$ cat src/rtl/bmem_arb_pkg.sv
// Shared types and helpers for the N-port bmem arbiter.
package bmem_arb_pkg;

   typedef enum logic [0:0] {
      IDLE   = 1'b0,
      WBURST = 1'b1
   } arb_state_t;

   function automatic int unsigned id_width(input int unsigned n);
      return (n > 1) ? unsigned'($clog2(n)) : 1;
   endfunction

   function automatic int unsigned rr_next(input int unsigned idx, input int unsigned n);
      return (idx + 1 >= n) ? 0 : idx + 1;
   endfunction

endpackage

$ cat src/rtl/bmem_arb_id_fifo.sv
// Synchronous FIFO of requester IDs tracking in-flight reads in issue order.
module bmem_arb_id_fifo
   import bmem_arb_pkg::*;
#(
   parameter int unsigned DEPTH = 4,
   parameter int unsigned ID_W  = 1
) (
   input  logic            clk,
   input  logic            rst,
   input  logic            push,
   input  logic [ID_W-1:0] push_id,
   input  logic            pop,
   output logic            full,
   output logic            empty,
   output logic [ID_W-1:0] head
);

   localparam int unsigned PW   = (DEPTH > 1) ? $clog2(DEPTH) : 1;
   localparam int unsigned CNTW = $clog2(DEPTH) + 1;

   logic [ID_W-1:0] mem [DEPTH];
   logic [PW-1:0]   wr_ptr;
   logic [PW-1:0]   rd_ptr;
   logic [CNTW-1:0] count;
   logic            do_push;
   logic            do_pop;

   function automatic logic [PW-1:0] ptr_inc(input logic [PW-1:0] p);
      return (p == PW'(DEPTH - 1)) ? '0 : p + 1'b1;
   endfunction

   assign full    = (count == CNTW'(DEPTH));
   assign empty   = (count == '0);
   assign head    = mem[rd_ptr];
   assign do_push = push && !full;
   assign do_pop  = pop && !empty;

   always_ff @(posedge clk) begin
      if (do_push)
         mem[wr_ptr] <= push_id;
   end

   always_ff @(posedge clk) begin
      if (rst) begin
         wr_ptr <= '0;
         rd_ptr <= '0;
         count  <= '0;
      end else begin
         if (do_push)
            wr_ptr <= ptr_inc(wr_ptr);
         if (do_pop)
            rd_ptr <= ptr_inc(rd_ptr);
         case ({do_push, do_pop})
            2'b10:   count <= count + 1'b1;
            2'b01:   count <= count - 1'b1;
            default: count <= count;
         endcase
      end
   end

endmodule

$ cat src/rtl/bmem_arbiter.sv
// Round-robin arbiter sharing one burst-memory port between NUM_PORTS requesters,
// with write-burst locking and in-order read-response routing.
module bmem_arbiter
   import bmem_arb_pkg::*;
#(
   parameter int unsigned NUM_PORTS       = 2,
   parameter int unsigned ADDR_WIDTH      = 32,
   parameter int unsigned DATA_WIDTH      = 64,
   parameter int unsigned BURST_LEN       = 4,
   parameter int unsigned MAX_OUTSTANDING = 4
) (
   input  logic                                  clk,
   input  logic                                  rst,
   input  logic [NUM_PORTS-1:0][ADDR_WIDTH-1:0]  req_addr,
   input  logic [NUM_PORTS-1:0]                  req_read,
   input  logic [NUM_PORTS-1:0]                  req_write,
   input  logic [NUM_PORTS-1:0][DATA_WIDTH-1:0]  req_wdata,
   output logic [NUM_PORTS-1:0]                  req_ready,
   output logic [NUM_PORTS-1:0][ADDR_WIDTH-1:0]  req_raddr,
   output logic [NUM_PORTS-1:0][DATA_WIDTH-1:0]  req_rdata,
   output logic [NUM_PORTS-1:0]                  req_rvalid,
   output logic [ADDR_WIDTH-1:0]                 bmem_addr,
   output logic                                  bmem_read,
   output logic                                  bmem_write,
   output logic [DATA_WIDTH-1:0]                 bmem_wdata,
   input  logic                                  bmem_ready,
   input  logic [ADDR_WIDTH-1:0]                 bmem_raddr,
   input  logic [DATA_WIDTH-1:0]                 bmem_rdata,
   input  logic                                  bmem_rvalid,
   output logic                                  orphan_err
);

   localparam int unsigned IDW = id_width(NUM_PORTS);
   localparam int unsigned BW  = $clog2(BURST_LEN + 1);

   arb_state_t       state;
   logic [IDW-1:0]   rr_ptr;
   logic [IDW-1:0]   locked;
   logic [BW-1:0]    wbeat;
   logic [BW-1:0]    rbeat;

   logic [NUM_PORTS-1:0] eligible;
   logic [IDW-1:0]       sel;
   logic                 found;
   logic                 sel_write;
   logic                 xfer;
   logic                 fifo_full;
   logic                 fifo_empty;
   logic [IDW-1:0]       fifo_head;
   logic                 fifo_push;
   logic                 fifo_pop;
   int unsigned          idx;

   assign eligible = req_write | (req_read & {NUM_PORTS{!fifo_full}});

   // WBURST pins the mux to the locked port and ignores its read request.
   always_comb begin
      sel       = '0;
      found     = 1'b0;
      sel_write = 1'b0;
      idx       = 0;
      if (state == WBURST) begin
         sel       = locked;
         found     = req_write[locked];
         sel_write = 1'b1;
      end else begin
         for (int unsigned k = 0; k < NUM_PORTS; k++) begin
            idx = (32'(rr_ptr) + k) % NUM_PORTS;
            if (!found && eligible[IDW'(idx)]) begin
               sel   = IDW'(idx);
               found = 1'b1;
            end
         end
         sel_write = req_write[sel];
      end
   end

   assign bmem_addr  = req_addr[sel];
   assign bmem_wdata = req_wdata[sel];
   assign bmem_write = !rst && found && sel_write;
   assign bmem_read  = !rst && found && !sel_write;
   assign xfer       = bmem_ready && (bmem_read || bmem_write);
   assign fifo_push  = xfer && bmem_read;
   assign fifo_pop   = !rst && bmem_rvalid && !fifo_empty && (rbeat == BW'(BURST_LEN - 1));

   always_comb begin
      req_ready  = '0;
      req_rvalid = '0;
      if (!rst && bmem_ready && found)
         req_ready[sel] = 1'b1;
      if (!rst && bmem_rvalid && !fifo_empty)
         req_rvalid[fifo_head] = 1'b1;
   end

   always_comb begin
      for (int unsigned p = 0; p < NUM_PORTS; p++) begin
         req_raddr[p] = bmem_raddr;
         req_rdata[p] = bmem_rdata;
      end
   end

   always_ff @(posedge clk) begin
      if (rst) begin
         state  <= IDLE;
         rr_ptr <= '0;
         locked <= '0;
         wbeat  <= '0;
      end else if (xfer) begin
         case (state)
            IDLE: begin
               if (bmem_write) begin
                  if (BURST_LEN == 1) begin
                     rr_ptr <= IDW'(rr_next(32'(sel), NUM_PORTS));
                  end else begin
                     locked <= sel;
                     wbeat  <= BW'(1);
                     state  <= WBURST;
                  end
               end else begin
                  rr_ptr <= IDW'(rr_next(32'(sel), NUM_PORTS));
               end
            end
            WBURST: begin
               if (wbeat == BW'(BURST_LEN - 1)) begin
                  wbeat  <= '0;
                  state  <= IDLE;
                  rr_ptr <= IDW'(rr_next(32'(locked), NUM_PORTS));
               end else begin
                  wbeat <= wbeat + 1'b1;
               end
            end
            default: state <= IDLE;
         endcase
      end
   end

   always_ff @(posedge clk) begin
      if (rst) begin
         rbeat      <= '0;
         orphan_err <= 1'b0;
      end else if (bmem_rvalid) begin
         if (fifo_empty)
            orphan_err <= 1'b1;
         else if (rbeat == BW'(BURST_LEN - 1))
            rbeat <= '0;
         else
            rbeat <= rbeat + 1'b1;
      end
   end

   bmem_arb_id_fifo #(
      .DEPTH (MAX_OUTSTANDING),
      .ID_W  (IDW)
   ) u_id_fifo (
      .clk     (clk),
      .rst     (rst),
      .push    (fifo_push),
      .push_id (sel),
      .pop     (fifo_pop),
      .full    (fifo_full),
      .empty   (fifo_empty),
      .head    (fifo_head)
   );

endmodule

$ cat config.mk
export PLATFORM = sky130hd
export DESIGN_NAME = bmem_arbiter
export DESIGN_NICKNAME = d
export VERILOG_FILES = /design/src/rtl/bmem_arb_pkg.sv /design/src/rtl/bmem_arb_id_fifo.sv /design/src/rtl/bmem_arbiter.sv
export SDC_FILE = /design/constraint.sdc
export NUM_CORES = 1
export LEC_CHECK = 0
export ABC_AREA = 0
export CORE_AREA = 4 4 225 227
export DETAILED_ROUTE_END_ITERATION = 8
export DIE_AREA = 0 0 229 231
export GPL_TIMING_DRIVEN = 0
export PLACE_DENSITY = 0.36
export SYNTH_ARGS = -nofsm -noshare
export SYNTH_HDL_FRONTEND = slang
export SYNTH_SLANG_ARGS = --single-unit
$ cat constraint.sdc
create_clock -name clk -period 6.7 [get_ports clk]
set_input_delay 1.34 -clock clk [delete_from_list [all_inputs] [get_ports clk]]
set_output_delay 1.34 -clock clk [all_outputs]
set_load 0.01 [all_outputs]
==> impl_metrics.toml <==
[grt]
grt_pass1_vias = 4436
antenna_found_initial = 2
grt_max_degree = 14
grt_pass1_wl_mm = 34.2
grtUsageTotal_pct = 8.55
grt_remaining_overflow = 0

[yosys]
async_reset_ff_share_pct = 0
avgSynthCellArea_um2 = 9.81
syn-num-nets = 738
synthDistinctLibCells = 43
ys_ff_latch = 23
syn-cell-area_mm2 = 0.00425
ys.flop_type = "dfxtp_1"
synth_edf_count = 4
yosysWarnings = 0
yosysSeqAreaShare_pct = 11.8
synthCells = 433

[drt]
drt_iter0_markers = 141
drc_errors = 0
antenna_left = 0
dr.pass1.iters = 4
vias = 4506
vias_per_cell = 2.90
route.detailed.wl_per_inst_um = 16.4
wl_mm = 25.5

[power_and_ir_drop]
p_switching_mw = 0.315
power_density_mw_per_mm2 = 106
p_int_mw = 0.746
finalPower_mw = 1.06
comb_power_share_pct = 73.5
p_leak_nw = 4.16
seqPwrFrac_pct = 14.1
ir_drop_uv = 82.4
netSwitchingFraction_pct = 29.7
clockPowerShare_pct = 12.4

[setup_path]
cp_cell_sequence = "clkdlybuf4s50_1, o21bai_1, nor2_1, o31ai_2, buf_6, buf_6, mux2_4, clkdlybuf4s50_1"
end_kind = "output port"
cp_top_family = "buffers and inverters"
reg2reg_depth = 11
required_ps = 5360
r2r-start = "u_id_fifo.count[2]$_SDFFE_PP0P_"
path_max_fanout = 10
worst-path-buf-inv = 4
cp_slowest_stage_delay_ps = 560
timing.critical_path.from = "req_read[0]"
regToRegEndpoint = "u_id_fifo.count[2]$_SDFFE_PP0P_"
slowest_stage = "clkdlybuf4s50_1"
critPathLaunchType = "input pin"
reg2reg_slack_ps = 3760
timing_worst_setup_path_type = "in -> out"
arrival_ps = 3640

[min_path]
hp-class = "reg -> reg"
min_from = "wbeat[2]$_SDFFE_PP0P_"
min_to = "wbeat[2]$_SDFFE_PP0P_"
hold-path-cell-count = 1

[placement]
place_area_mm2 = 0.00996
place_congestion = 0.787
dpl.hpwl_mm = 23.5
io_buffer_count = 493

[sta]
setup_tns_ps = 0
rsz0062_at_grt = "false"
finalHoldViolations = 0
slew_viol_final = 0
fmax_mhz = 201
worst_slew_pin_slew_ps = 662
clock_skew_ps = 1.52
final-setup-viol-count = 0
fin_crit_ps = 4980
timing.final.crit_share_pct = 74.3
relSlewSlack_pct = 55.8

[clock_network]
h-tree-depth = 1
ctsHoldBuffers = 0
cts_made_buffers = 3
cts_buffer_depth = 2
cts_resized = 0
root_buffer = "clkbuf_16"
clock_latency_ps = 260
postCtsSetupRepairBufs = 0
cts.sinks = 23
cts_tree = "yes"
cts.clk_slew.worst_paths_ps = 60

[floorplan]
dieHeight_um = 231
dieArea_mm2 = 0.0529
num_rows = 81
coreArea_mm2 = 0.0486
start_util_pct = 8.73
io-pin-count = 591
fp.dieW_um = 229

[cells_and_area]
final_nets = 1236
syn_to_final_growth_pct = 136
design_area_mm2 = 0.0100
fin_util_pct = 20.6
seq_area_um2 = 500
drive_above_1_share_pct = 33.3
final.fill_count = 5349
multi_input_area_mm2 = 0.00213

[flow_run]
drv_cap = 0

[outcome]
status = "complete, no violations"
-- worst reg2reg max path: stages, from the launching register on --
cell,delay (ps)
dfxtp_1,390
nor3b_1,420
o21ai_0,250
nand3_1,280
nor3_1,150
inv_1,90
ha_1,190
inv_1,80
fa_1,430
xor2_1,160
or3_1,310
a21oi_1,140
-- cell usage in the layout (no fill, tap or decap), types with 8 or more instances in the layout --
cell and n:
a21oi_1 8, buf_4 192, buf_6 11, clkdlybuf4s50_1 493
dfxtp_1 19, ha_1 8, inv_1 9, mux2_4 96
nor2_1 18, nor3_1 9
-- worst max path at each step --
stage / cells after the start / endpoint
final: 8 / bmem_addr[2]
after global routing: 8 / bmem_wdata[60]
after CTS: 8 / bmem_wdata[60]
after detailed placement: 8 / bmem_wdata[60]
after global placement: 8 / bmem_wdata[60]
after floorplan: 7 / bmem_addr[0]
-- state kept, by name (all words and copies together), names as in the netlist, named ones only --
| register | count |
|---|---|
| u_id_fifo.mem | 4 |
| rbeat | 3 |
| u_id_fifo.count | 3 |
| wbeat | 3 |
| u_id_fifo.rd_ptr | 2 |
| u_id_fifo.wr_ptr | 2 |
| locked | 1 |
| orphan_err | 1 |
| rr_ptr | 1 |
| state | 1 |
-- metrics by stage --
step	instances	setup slack, ps	hold WS, ps
floorplan	433	2620	423
global placement	1548	1650	432
detailed placement	1548	1640	434
CTS	1552	1640	443
global route	1552	1530	463
finish	1553	1720	438
-- cells in the mapped netlist, drive strengths merged (2+ instances only) --
cell type | n | share of area, %
a211o | 2 | 0.41
a211oi | 2 | 0.47
a21oi | 9 | 1.1
and3 | 4 | 0.59
buf | 204 | 37
clkbuf | 4 | 0.35
dfxtp | 19 | 9.0
edfxtp | 4 | 2.8
ha | 8 | 2.4
inv | 9 | 0.80
mux2 | 97 | 34
mux2i | 4 | 0.94
nand2 | 5 | 0.44
nand2b | 2 | 0.29
nand3 | 4 | 0.47
nor2 | 18 | 1.6
nor2b | 2 | 0.29
nor3 | 9 | 1.1
nor3b | 2 | 0.35
o211a | 2 | 0.47
o21a | 2 | 0.35
o21ai | 4 | 0.47
o31ai | 3 | 0.65
xor2 | 2 | 0.41
-- logic make-up after synthesis --
| logic type | count (synthesis) | synth area share, % |
|---|---|---|
| buf+inv | 217 | 38.1 |
| simple gates | 52 | 6.39 |
| mux | 102 | 35.7 |
| compound gates | 28 | 4.77 |
| xor+xnor | 2 | 0.413 |
| flops | 23 | 11.8 |
| fa+ha+maj | 9 | 2.83 |
-- power groups by stage --
stage          registers (mW)  clock network [mW]  logic (mW)
3_5_place_dp            0.153                   0       0.793
6_report                0.150               0.132       0.780
3_3_place_gp            0.153                   0       0.798
2_1_floorplan           0.152                   0       0.362
4_1_cts                 0.150               0.139       0.796
5_1_grt                 0.151               0.144       0.823
-- layer usage --
metal  vias to the layer above  global-route usage [%]  part of all wire (%)  wire [µm]
met5                         -                       0                 0.051         13
met4                         2                   0.552                  0.15         37
met3                         4                    2.43                   6.9       1750
met2                       194                    16.7                    55      14100
met1                      2043                    9.56                    37       9550
li1                       2263                       -                     -          -
-- cell type report --
cell class	instances	share of cell area (%)
Multi-Input combinational cell	193	21.2
Antenna cell	1	0.0249
Inverter	9	0.336
Clock buffer	3	0.748
Clock inverter	1	0.0498
Tap cell	622	7.75
Sequential cell	23	4.98
Buffer	208	15.8
Timing Repair Buffer	493	49.1
No activity file was read; power rests on OpenSTA's default activity.
